File: config.mk
export PLATFORM = sky130hd
export DESIGN_NAME = mem_port_arbiter
export DESIGN_NICKNAME = d
export VERILOG_FILES = /design/src/rtl/mem_port_arbiter.sv
export SDC_FILE = /design/constraint.sdc
export NUM_CORES = 1
export LEC_CHECK = 0
export ABC_AREA = 0
export ABC_CLOCK_PERIOD_IN_PS = 5400
export CAP_MARGIN = 20
export CELL_PAD_IN_SITES_DETAIL_PLACEMENT = 1
export CELL_PAD_IN_SITES_GLOBAL_PLACEMENT = 1
export CORE_AREA = 2 2 202 204
export DETAILED_ROUTE_END_ITERATION = 10
export DIE_AREA = 0 0 204 206
export HOLD_SLACK_MARGIN = 0.02
export PLACE_DENSITY = 0.71
export SYNTH_ARGS = -nofsm -noshare
export SYNTH_HDL_FRONTEND = slang
export SYNTH_SLANG_ARGS = --single-unit
File: constraint.sdc
create_clock -name clock -period 5.4 [get_ports clock]
set_input_delay 0.54 -clock clock [delete_from_list [all_inputs] [get_ports clock]]
set_output_delay 0.54 -clock clock [all_outputs]
set_load 0.05 [all_outputs]
File: src/rtl/mem_port_arbiter.sv
// Arbitrates the single memory port between instruction fetch and load/store,
// sequencing each access through a fixed-latency memory and returning completion/data.
module mem_port_arbiter #(
  parameter int unsigned ADDR_BITS     = 64,
  parameter int unsigned DATA_BITS     = 64,
  parameter int unsigned MEM_LATENCY   = 2,
  parameter int unsigned DATA_PRIORITY = 1,
  parameter int unsigned STARVE_LIMIT  = 2
) (
  input  logic                 clock,
  input  logic                 reset,
  input  logic                 if_req,
  input  logic [ADDR_BITS-1:0] if_addr,
  output logic                 if_gnt,
  output logic                 if_valid,
  output logic [DATA_BITS-1:0] if_rdata,
  input  logic                 d_req,
  input  logic                 d_we,
  input  logic [ADDR_BITS-1:0] d_addr,
  input  logic [DATA_BITS-1:0] d_wdata,
  output logic                 d_gnt,
  output logic                 d_valid,
  output logic [DATA_BITS-1:0] d_rdata,
  output logic                 mem_en,
  output logic                 mem_we,
  output logic [ADDR_BITS-1:0] mem_addr,
  output logic [DATA_BITS-1:0] mem_wdata,
  input  logic [DATA_BITS-1:0] mem_rdata,
  output logic                 busy
);

  localparam int unsigned WCW = (MEM_LATENCY > 1) ? $clog2(MEM_LATENCY) : 1;
  localparam int unsigned SCW = (STARVE_LIMIT > 0) ? $clog2(STARVE_LIMIT + 1) : 1;
  localparam logic            HI_D      = (DATA_PRIORITY != 0);
  localparam logic [WCW-1:0]  WAIT_LAST = WCW'((MEM_LATENCY > 1) ? MEM_LATENCY - 2 : 0);
  localparam logic [SCW-1:0]  SLIM      = SCW'(STARVE_LIMIT);

  typedef enum logic [1:0] {IDLE, ISSUE, WAIT, DONE} state_t;

  state_t         state, state_nx;
  logic           arb, contested, take, win_d;
  logic           cur_d, cur_we;
  logic [WCW-1:0] wcnt;
  logic [SCW-1:0] lost;

  always_comb begin
    arb       = (state == IDLE) || (state == DONE);
    contested = if_req && d_req;
    take      = arb && (if_req || d_req);
    win_d     = d_req;
    // lost counts consecutive contested losses of the non-priority side only
    if (contested) win_d = (lost >= SLIM) ? ~HI_D : HI_D;
    state_nx = state;
    case (state)
      IDLE:    if (take) state_nx = ISSUE;
      ISSUE:   state_nx = (MEM_LATENCY > 1) ? WAIT : DONE;
      WAIT:    if (wcnt == WAIT_LAST) state_nx = DONE;
      DONE:    state_nx = take ? ISSUE : IDLE;
      default: state_nx = IDLE;
    endcase
  end

  always_ff @(posedge clock or negedge reset) begin
    if (!reset) begin
      state     <= IDLE;
      cur_d     <= 1'b0;
      cur_we    <= 1'b0;
      wcnt      <= '0;
      lost      <= '0;
      mem_addr  <= '0;
      mem_wdata <= '0;
      if_rdata  <= '0;
      d_rdata   <= '0;
    end else begin
      state <= state_nx;
      wcnt  <= (state == WAIT) ? wcnt + WCW'(1) : '0;
      if (take) begin
        cur_d     <= win_d;
        cur_we    <= win_d && d_we;
        mem_addr  <= win_d ? d_addr : if_addr;
        mem_wdata <= (win_d && d_we) ? d_wdata : '0;
        if (win_d != HI_D) lost <= '0;
        else if (contested && lost < SLIM) lost <= lost + SCW'(1);
      end
      // read data is captured on the edge that enters DONE
      if (state != DONE && state_nx == DONE && !cur_we) begin
        if (cur_d) d_rdata  <= mem_rdata;
        else       if_rdata <= mem_rdata;
      end
    end
  end

  assign if_gnt   = (state == ISSUE) && !cur_d;
  assign d_gnt    = (state == ISSUE) &&  cur_d;
  assign if_valid = (state == DONE)  && !cur_d;
  assign d_valid  = (state == DONE)  &&  cur_d;
  assign mem_en   = (state == ISSUE);
  assign mem_we   = (state == ISSUE) && cur_we;
  assign busy     = (state != IDLE);

endmodule

== Yosys cells after proc, flatten, opt, wreduce, memory -nomap -nowiden ==
Index checks and enable logic that the tools add are counted.
Word-level totals
  output and inout bits: 263
  word-level logic and storage cells: 51
  register bits: 263
  input bits: 261
Cells by class
  reductions and logical operators: 20
  bitwise operators: 1
  mux-type cells: 11
  equal/unequal tests: 6
  $lt $le $gt $ge: 2
  add/sub/neg operators: 2
Operator list (number)
  $mux 64: 2
  $logic_and 1x1->1: 11
  $mux 2: 4
  $pmux 2 s4: 1
  $eq 2x2->1 const B: 3
  $reduce_and 2->1: 3
  $mux 1: 4
  $add 2x1->2 const B: 1
  $eq 2x1->1 const B: 1
  $ge 2x2->1 const B: 1
  $logic_not 1->1: 2
  $logic_not 2->1: 1
  $logic_or 1x1->1: 2
  $lt 2x2->1 const B: 1
  $ne 2x1->1 const B: 1
  $ne 2x2->1 const B: 1
  $reduce_bool 2->1: 1
  $add 1x1->1 const B: 1
  $not 1->1: 1

== Longest topological paths before layout ==
Gate-level depths: netlist of the first run.
  depth after elaboration: 9
  mapped depth: 8
  gate-level depth less buffers: 6

== Worst setup path after synthesis of the first run ==
No wires, ideal clock.
  path kind: flip-flop to flip-flop
  from: register state[1]
  to: register if_rdata[10]
  data required time: 5.275 ns
  data arrival time: 2.266 ns
  buffers on the path: 2
  slack: 3.009 ns
  setup time: 0.125 ns
  cell stages (with the launch flop): 8
  clock period less this slack: 2.391 ns
  cell sequence: dfrtp_1 -> inv_1 -> ha_1 -> nor3_1 -> or4_1 -> buf_4 -> buf_6 -> mux2_4
On the way
  elaborated cells between the ends (all ways): 15
  classes of those cells: 5 x eq/ne; 4 x mux; 6 x reduce/logical
RTL lines
  start: declaration: line 40  | state_t state, state_nx;
  start signal: assignment: line 75  | state <= state_nx;
  $eq 2x1->1
  named net mem_en: line 24  | output logic mem_en,
  $pmux 2 s4: line 54  | case (state)
  $eq 2x2->1: line 86  | if (state != DONE && state_nx == DONE && !cur_we) begin
  $logic_and 1x1->1 (2 in series): line 86
  $reduce_and 2->1 (no source line)
  end signal: assignment: line 88  | else if_rdata <= mem_rdata;
  end: declaration: line 16  | output logic [DATA_BITS-1:0] if_rdata,
The timed path passes the listed nets, and every way through them passes these cells.
A chain may end at the register's enable or synchronous reset.

== Worst setup path in the final report of the first run ==
  from: register state[1]
  to: register if_rdata[33]
On the way
  cells in the longest elaborated chain, start to end: 9
  elaborated cells between the ends (all ways): 15
  classes of those cells: 5 x eq/ne; 4 x mux; 6 x reduce/logical
RTL lines
  $eq 2x2->1 / $logic_not 2->1 (equally long branches): line 47, 54
  $logic_or 1x1->1: line 47  | arb = (state == IDLE) || (state == DONE);
  $logic_and 1x1->1: line 49  | take = arb && (if_req || d_req);
  $mux 1 / $mux 2 (equally long branches): line 58, 55
  $pmux 2 s4: line 54
  $eq 2x2->1: line 86
  $logic_and 1x1->1 * (2 in series): line 86
  $reduce_and 2->1 (no source line) *
Mark *: on every way between the ends. The rest lies on a longest branch, timed or not.

==> reports/results.ini, run 1 <==
[run_status]
status = completed

[routing]
wl_per_cell_um = 19.4
post-route-drc-count = 0
dr_total_vias = 7997
drt_pass1_iterations = 4
viasPerCell = 4.42
drt-total-wl_mm = 35.0
antenna_left = 0
drt_iter0_markers = 274

[synthesis]
synth_cells = 740
syn_nets = 1007
synthDistinctLibCells = 33
ys_seq_area_share_pct = 62.3
ys_seq_elements = 263
syn_avg_cell_area_sq_um = 14.3
yosysWarnings = 0
syn_area_sq_um = 10600

[setup_path]
path_class = flip-flop to flip-flop
critPathLaunchType = flip-flop
cp.arrival_ps = 3540
required_ps = 5830
r2r_setup_slack_ps = 2290
r2r_start = state[1]
r2r_cells = 7
end_kind = flip-flop
path_max_fanout = 50
r2r_end = if_rdata[33]

[timing]
grt_setup_unrepaired = false
fin_setup_tns_ps = 0
finalWorstSetupSlack_ps = 2290
finalHoldViolations = 0
period_share_pct = 57.5
fmax_ghz = 0.322
hold_ws_ps = 479
tightest_slew_ps = 1010
final-setup-viol-count = 0
slew_viol_final = 0
fin_crit_ps = 3110
finalClockSkew_ps = 9.23
slew_headroom_pct = 32.7

[global_routing]
antenna_found_initial = 2
grt_usage_pct = 16.1
grt_pass1_wl_mm = 52.4
grt.overflow.total = 0
grt_max_degree = 196
grt_pass1_vias = 8628

[hold_path]
holdPathStages = 2
holdCritStartpoint = mem_addr[3]
min_to = mem_addr[3]
hold_class = flip-flop to flip-flop

[clocking]
htreeDepth = 1
cts_tree = built
clockBufferDepth = 3
postCtsResizedCells = 0
clk_pin_slew_worst_paths_ps = 60
cts_num_sinks = 263
cts_made_buffers = 29
clkLatencyLatePin_ps = 550
root_buffer = clkbuf_16

[power]
ir_drop_v = 0.000579
power-per-cell-area_nw_per_um2 = 756
leakagePower_uw = 0.00767

[placed_design]
dp_worst_setup_slack_ps = 2120
gp_congestion = 0.781
place_area_sq_um = 16300
post-dp-hpwl_mm = 25.7
port_buffers = 523

[die]
io-pin-count = 524
die_w_um = 204
dieArea_sq_um = 42000
start_util_pct = 26.3
num_rows = 74
coreArea_sq_um = 40200
die_y_um = 206

[layout]
area_growth_pct = 64.0
drive_above_1_share_pct = 9.88
fillers = 4247
fin_nets = 1520
fin_area_sq_um = 17300

[job]
cap_violations = 0

-- worst max-delay path by stage --
stage | from | end | slack [ps] | depth (start not counted)
floorplan | state[1] | if_rdata[10] | 3010 | 7
global placement | d_req | if_rdata[43] | 2160 | 6
detailed placement | d_req | if_rdata[60] | 2120 | 6
CTS | state[1] | if_rdata[33] | 2220 | 7
global route | state[1] | if_rdata[33] | 2130 | 7
finish | state[1] | if_rdata[33] | 2290 | 7
-- power by group --
part	switching [uW]	internal, uW
registers	535	2920
logic	4890	2710
clock network	814	1220
total	6240	6850
-- cell usage in the layout, fill, tap and decap left out, types with 6 or more instances in the layout --
cell,netlist,routed
a22o_1,64,64
clkbuf_16,0,29
clkbuf_8,0,7
clkdlybuf4s50_1,0,522
clkinv_2,0,6
dfrtp_1,263,263
ha_1,6,6
mux2_1,64,64
mux2_4,60,60
mux2i_1,64,64
nand2_1,69,68
o21ai_0,66,66
-- per-layer routing --
layer	vias up	track usage [%]	routed length [um]
li1	3653	-	-
met1	3928	19.4	14100
met2	361	27.2	16800
met3	53	5.35	3270
met4	2	4.76	828
met5	-	0	13
-- worst max-delay path: stages, from the launching register on --
cell,delay [ps]
dfrtp_1,470
inv_1,120
ha_1,350
o21bai_4,220
a21boi_2,230
or4_4,780
buf_4,440
mux2_4,330
-- cell families after synthesis --
logic type | count (synthesis) | synth area share (%)
compound gates | 140 | 9.25
fa+ha+maj | 6 | 0.711
buf+inv | 54 | 2.52
flops | 263 | 62.3
mux | 192 | 21.9
simple gates | 85 | 3.32
-- through the flow --
| step | cells | util [%] | power, uW |
|---|---|---|---|
| floorplan | 740 | - | 8400 |
| detailed placement | 1753 | 40.6 | 11100 |
| CTS | 1807 | 43.1 | 13300 |
| global placement | 1753 | 40.6 | 11000 |
| finish | 1808 | 43.1 | 13100 |
| global route | 1808 | 43.1 | 13700 |
-- registers in the layout, indices dropped and copies added, names as in the netlist --
| name | count |
|---|---|
| d_rdata | 64 |
| if_rdata | 64 |
| mem_addr | 64 |
| mem_wdata | 64 |
| lost | 2 |
| state | 2 |
| cur_d | 1 |
| cur_we | 1 |
| wcnt | 1 |
-- what timing repair did --
action                                 CTS  global route
hold buffers                             1             0
buffers inserted                         0             0
endpoints found under the hold margin   45             0
-- cell usage after synthesis, drive strengths merged --
master,instances,share of area [%]
dfrtp,263,62
mux2,128,16
nand2,69,2.5
o21ai,67,3.2
a22o,64,5.3
mux2i,64,6.1
clkbuf,29,1.0
buf,20,1.3
ha,6,0.71
inv,5,0.18
nor2,5,0.18
and2,3,0.18
a21o,2,0.14
nor3,2,0.095
a21boi,1,0.11
a21oi,1,0.047
and2b,1,0.071
nand2b,1,0.059
nor2b,1,0.059
nor3b,1,0.071
nor4b,1,0.083
o211ai,1,0.071
o21bai,1,0.18
o221ai,1,0.083
o22ai,1,0.059
o31ai,1,0.071
or4,1,0.071
-- final cells by class --
type	instances	area, sq um	share of cell area (%)
antenna	1	2.50	0.0145
clock buffer	41	841	4.86
clock inverter	12	145	0.838
inverter	5	18.8	0.108
multi-input combinational	423	3730	21.6
sequential	263	6580	38.0
tap	532	666	3.84
timing repair buffer	531	5330	30.8
(Power assumes the default switching activity.)
==> run 2: changes to the inputs <==
==> config.mk (replaced) <==
export PLATFORM = sky130hd
export DESIGN_NAME = mem_port_arbiter
export DESIGN_NICKNAME = d
export VERILOG_FILES = /design/src/rtl/mem_port_arbiter.sv
export SDC_FILE = /design/constraint.sdc
export NUM_CORES = 1
export LEC_CHECK = 0
export ABC_AREA = 0
export ABC_CLOCK_PERIOD_IN_PS = 3000
export CAP_MARGIN = 20
export CELL_PAD_IN_SITES_DETAIL_PLACEMENT = 1
export CELL_PAD_IN_SITES_GLOBAL_PLACEMENT = 1
export CORE_AREA = 2 2 205 207
export DETAILED_ROUTE_END_ITERATION = 10
export DIE_AREA = 0 0 207 209
export HOLD_SLACK_MARGIN = 0.02
export PLACE_DENSITY = 0.7
export SYNTH_ARGS = -nofsm -noshare
export SYNTH_HDL_FRONTEND = slang
export SYNTH_SLANG_ARGS = --single-unit
==> constraint.sdc (replaced) <==
create_clock -name clock -period 3 [get_ports clock]
set_input_delay 0.3 -clock clock [delete_from_list [all_inputs] [get_ports clock]]
set_output_delay 0.3 -clock clock [all_outputs]
set_load 0.05 [all_outputs]
==> reports/results.ini, run 2 (synthesis gave the netlist of run 1 again) <==
[routing]
drt-total-wl_mm = 36.1
wl_per_cell_um = 19.8
viasPerCell = 4.43
drt_pass1_iterations = 4
antenna_left = 0
drt_iter0_markers = 240
post-route-drc-count = 0
dr_total_vias = 8075

[layout]
final_common_cell = clkdlybuf4s50_1
area_growth_pct = 65.2
seq_area_sq_um = 6580
multi_input_area_sq_um = 3730
layout_common_cells = clkdlybuf4s50_1 (521), dfrtp_1 (263), nand2_1 (68), o21ai_0 (66)
final_util_pct = 42.2
antennaDiodeCount = 0
drive_above_1_share_pct = 10.5
fin_nets = 1527
fillers = 4348
fin_area_sq_um = 17400

[setup_path]
r2r_start = state[1]
critPathMaxStageDelay_ps = 890
cp.arrival_ps = 2530
r2r_cells = 7
required_ps = 2700
end_kind = output port
path_max_fanout = 6
slowest_stage = clkdlybuf4s50_1
path_class = flip-flop to output port
r2r_setup_slack_ps = 400
path_cells = inv_1 > ha_1 > and2_1 > clkdlybuf4s50_1
critPathLaunchType = flip-flop
r2r_end = if_rdata[0]

[power]
power-per-cell-area_nw_per_um2 = 1360
leakagePower_uw = 0.00775
ir_drop_v = 0.000906
finalPower_uw = 23700

[clocking]
cts_made_buffers = 31
post_cts_buffers = 0
htreeDepth = 1
cts_num_sinks = 263
clockBufferDepth = 3
clk_pin_slew_worst_paths_ps = 60
cts_tree = built
root_buffer = clkbuf_16
clkLatencyLatePin_ps = 590

[run_status]
status = completed

[die]
die_y_um = 209
coreArea_sq_um = 41300
die_w_um = 207
num_rows = 75
io-pin-count = 524
dieArea_sq_um = 43300
start_util_pct = 25.6

[placed_design]
dp_worst_setup_slack_ps = 431
post-dp-hpwl_mm = 26.4
gp_congestion = 0.754
port_buffers = 523
place_area_sq_um = 16400

[timing]
grt_setup_unrepaired = false
slew_viol_final = 0
finalHoldViolations = 0
tightest_slew_ps = 1000
fin_setup_tns_ps = 0
period_share_pct = 94.3
slew_headroom_pct = 33.0
fin_crit_ps = 2830
finalClockSkew_ps = 25.4
fmax_ghz = 0.353
final-setup-viol-count = 0
finalWorstSetupSlack_ps = 170

[global_routing]
grt.overflow.total = 0
grt_max_degree = 196
grt_pass1_vias = 8802
grt_usage_pct = 16.3
grt_pass1_wl_mm = 55.2
antenna_found_initial = 0

[hold_path]
hold_class = input port to asynchronous set/reset pin

[job]
cap_violations = 0

run 2: changes by cell type in the layout (fill, tap and decap cells not counted), sizes merged:
cell,previous run,this run
buf,8,13
bufinv,3,0
clkbuf,41,46
clkdlybuf4s50,522,521
clkinv,6,8
diode,1,0
dlymetal6s2s,0,1
run 2: timing repair:
action	4_1_cts	5_1_grt
hold buffers	1	0
resized for setup	0	1
setup endpoints to repair	0	1
endpoints found under the hold margin	58	0
run 2: worst max path at each step:
stage               depth (start not counted)           end  startpoint  slack [ps]
detailed placement                          7    d_rdata[1]    state[1]         430
global placement                            6    d_rdata[0]       d_req         430
CTS                                         5        if_gnt    state[1]          60
finish                                      4        mem_we    state[1]         170
floorplan                                   7  if_rdata[10]    state[1]         610
global route                                4        mem_we    state[1]          30
run 2: stage by stage:
step / instances / hold WS [ps]
floorplan: 740 / 4.41
global placement: 1765 / 301
detailed placement: 1765 / 298
CTS: 1823 / 262
global route: 1823 / 288
finish: 1823 / 255
run 2: routing by layer:
metal	up-vias	global-route usage (%)	wire [um]
li1	3672	-	-
met1	4012	19.9	14700
met2	337	27.7	17600
met3	54	5.11	2910
met4	0	4.66	861
met5	-	0	0
run 2: layout make-up:
cell class | instances | share of cell area [%]
clock buffer | 46 | 5.34
clock inverter | 11 | 0.438
inverter | 5 | 0.108
multi-input combinational | 423 | 21.4
sequential | 263 | 37.7
tap | 539 | 3.87
timing repair buffer | 536 | 31.1
run 2: worst max-delay path: cells and delay by family (launching register included):
family                   cells  cell delay [ps]
adder cells (fa/ha/maj)      1              280
buffers and inverters        2             1040
flip-flops                   1              450
AND/OR/NAND/NOR              1              160
run 2: where the power goes:
part	leakage, uW	internal [uW]	switching [uW]
clock	0.000506	2150	1550
combinational	0.00399	4910	8830
sequential	0.00325	5260	1000
==> run 3: changes to the inputs <==
--- a/config.mk
+++ b/config.mk
@@ -11,6 +11,7 @@
 export CELL_PAD_IN_SITES_DETAIL_PLACEMENT = 1
 export CELL_PAD_IN_SITES_GLOBAL_PLACEMENT = 1
 export CORE_AREA = 2 2 205 207
+export CTS_CLUSTER_DIAMETER = 150
 export DETAILED_ROUTE_END_ITERATION = 10
 export DIE_AREA = 0 0 207 209
 export HOLD_SLACK_MARGIN = 0.02
==> results of run 3 <==
Final layout, timing and power as in run 2 (identical DEF).
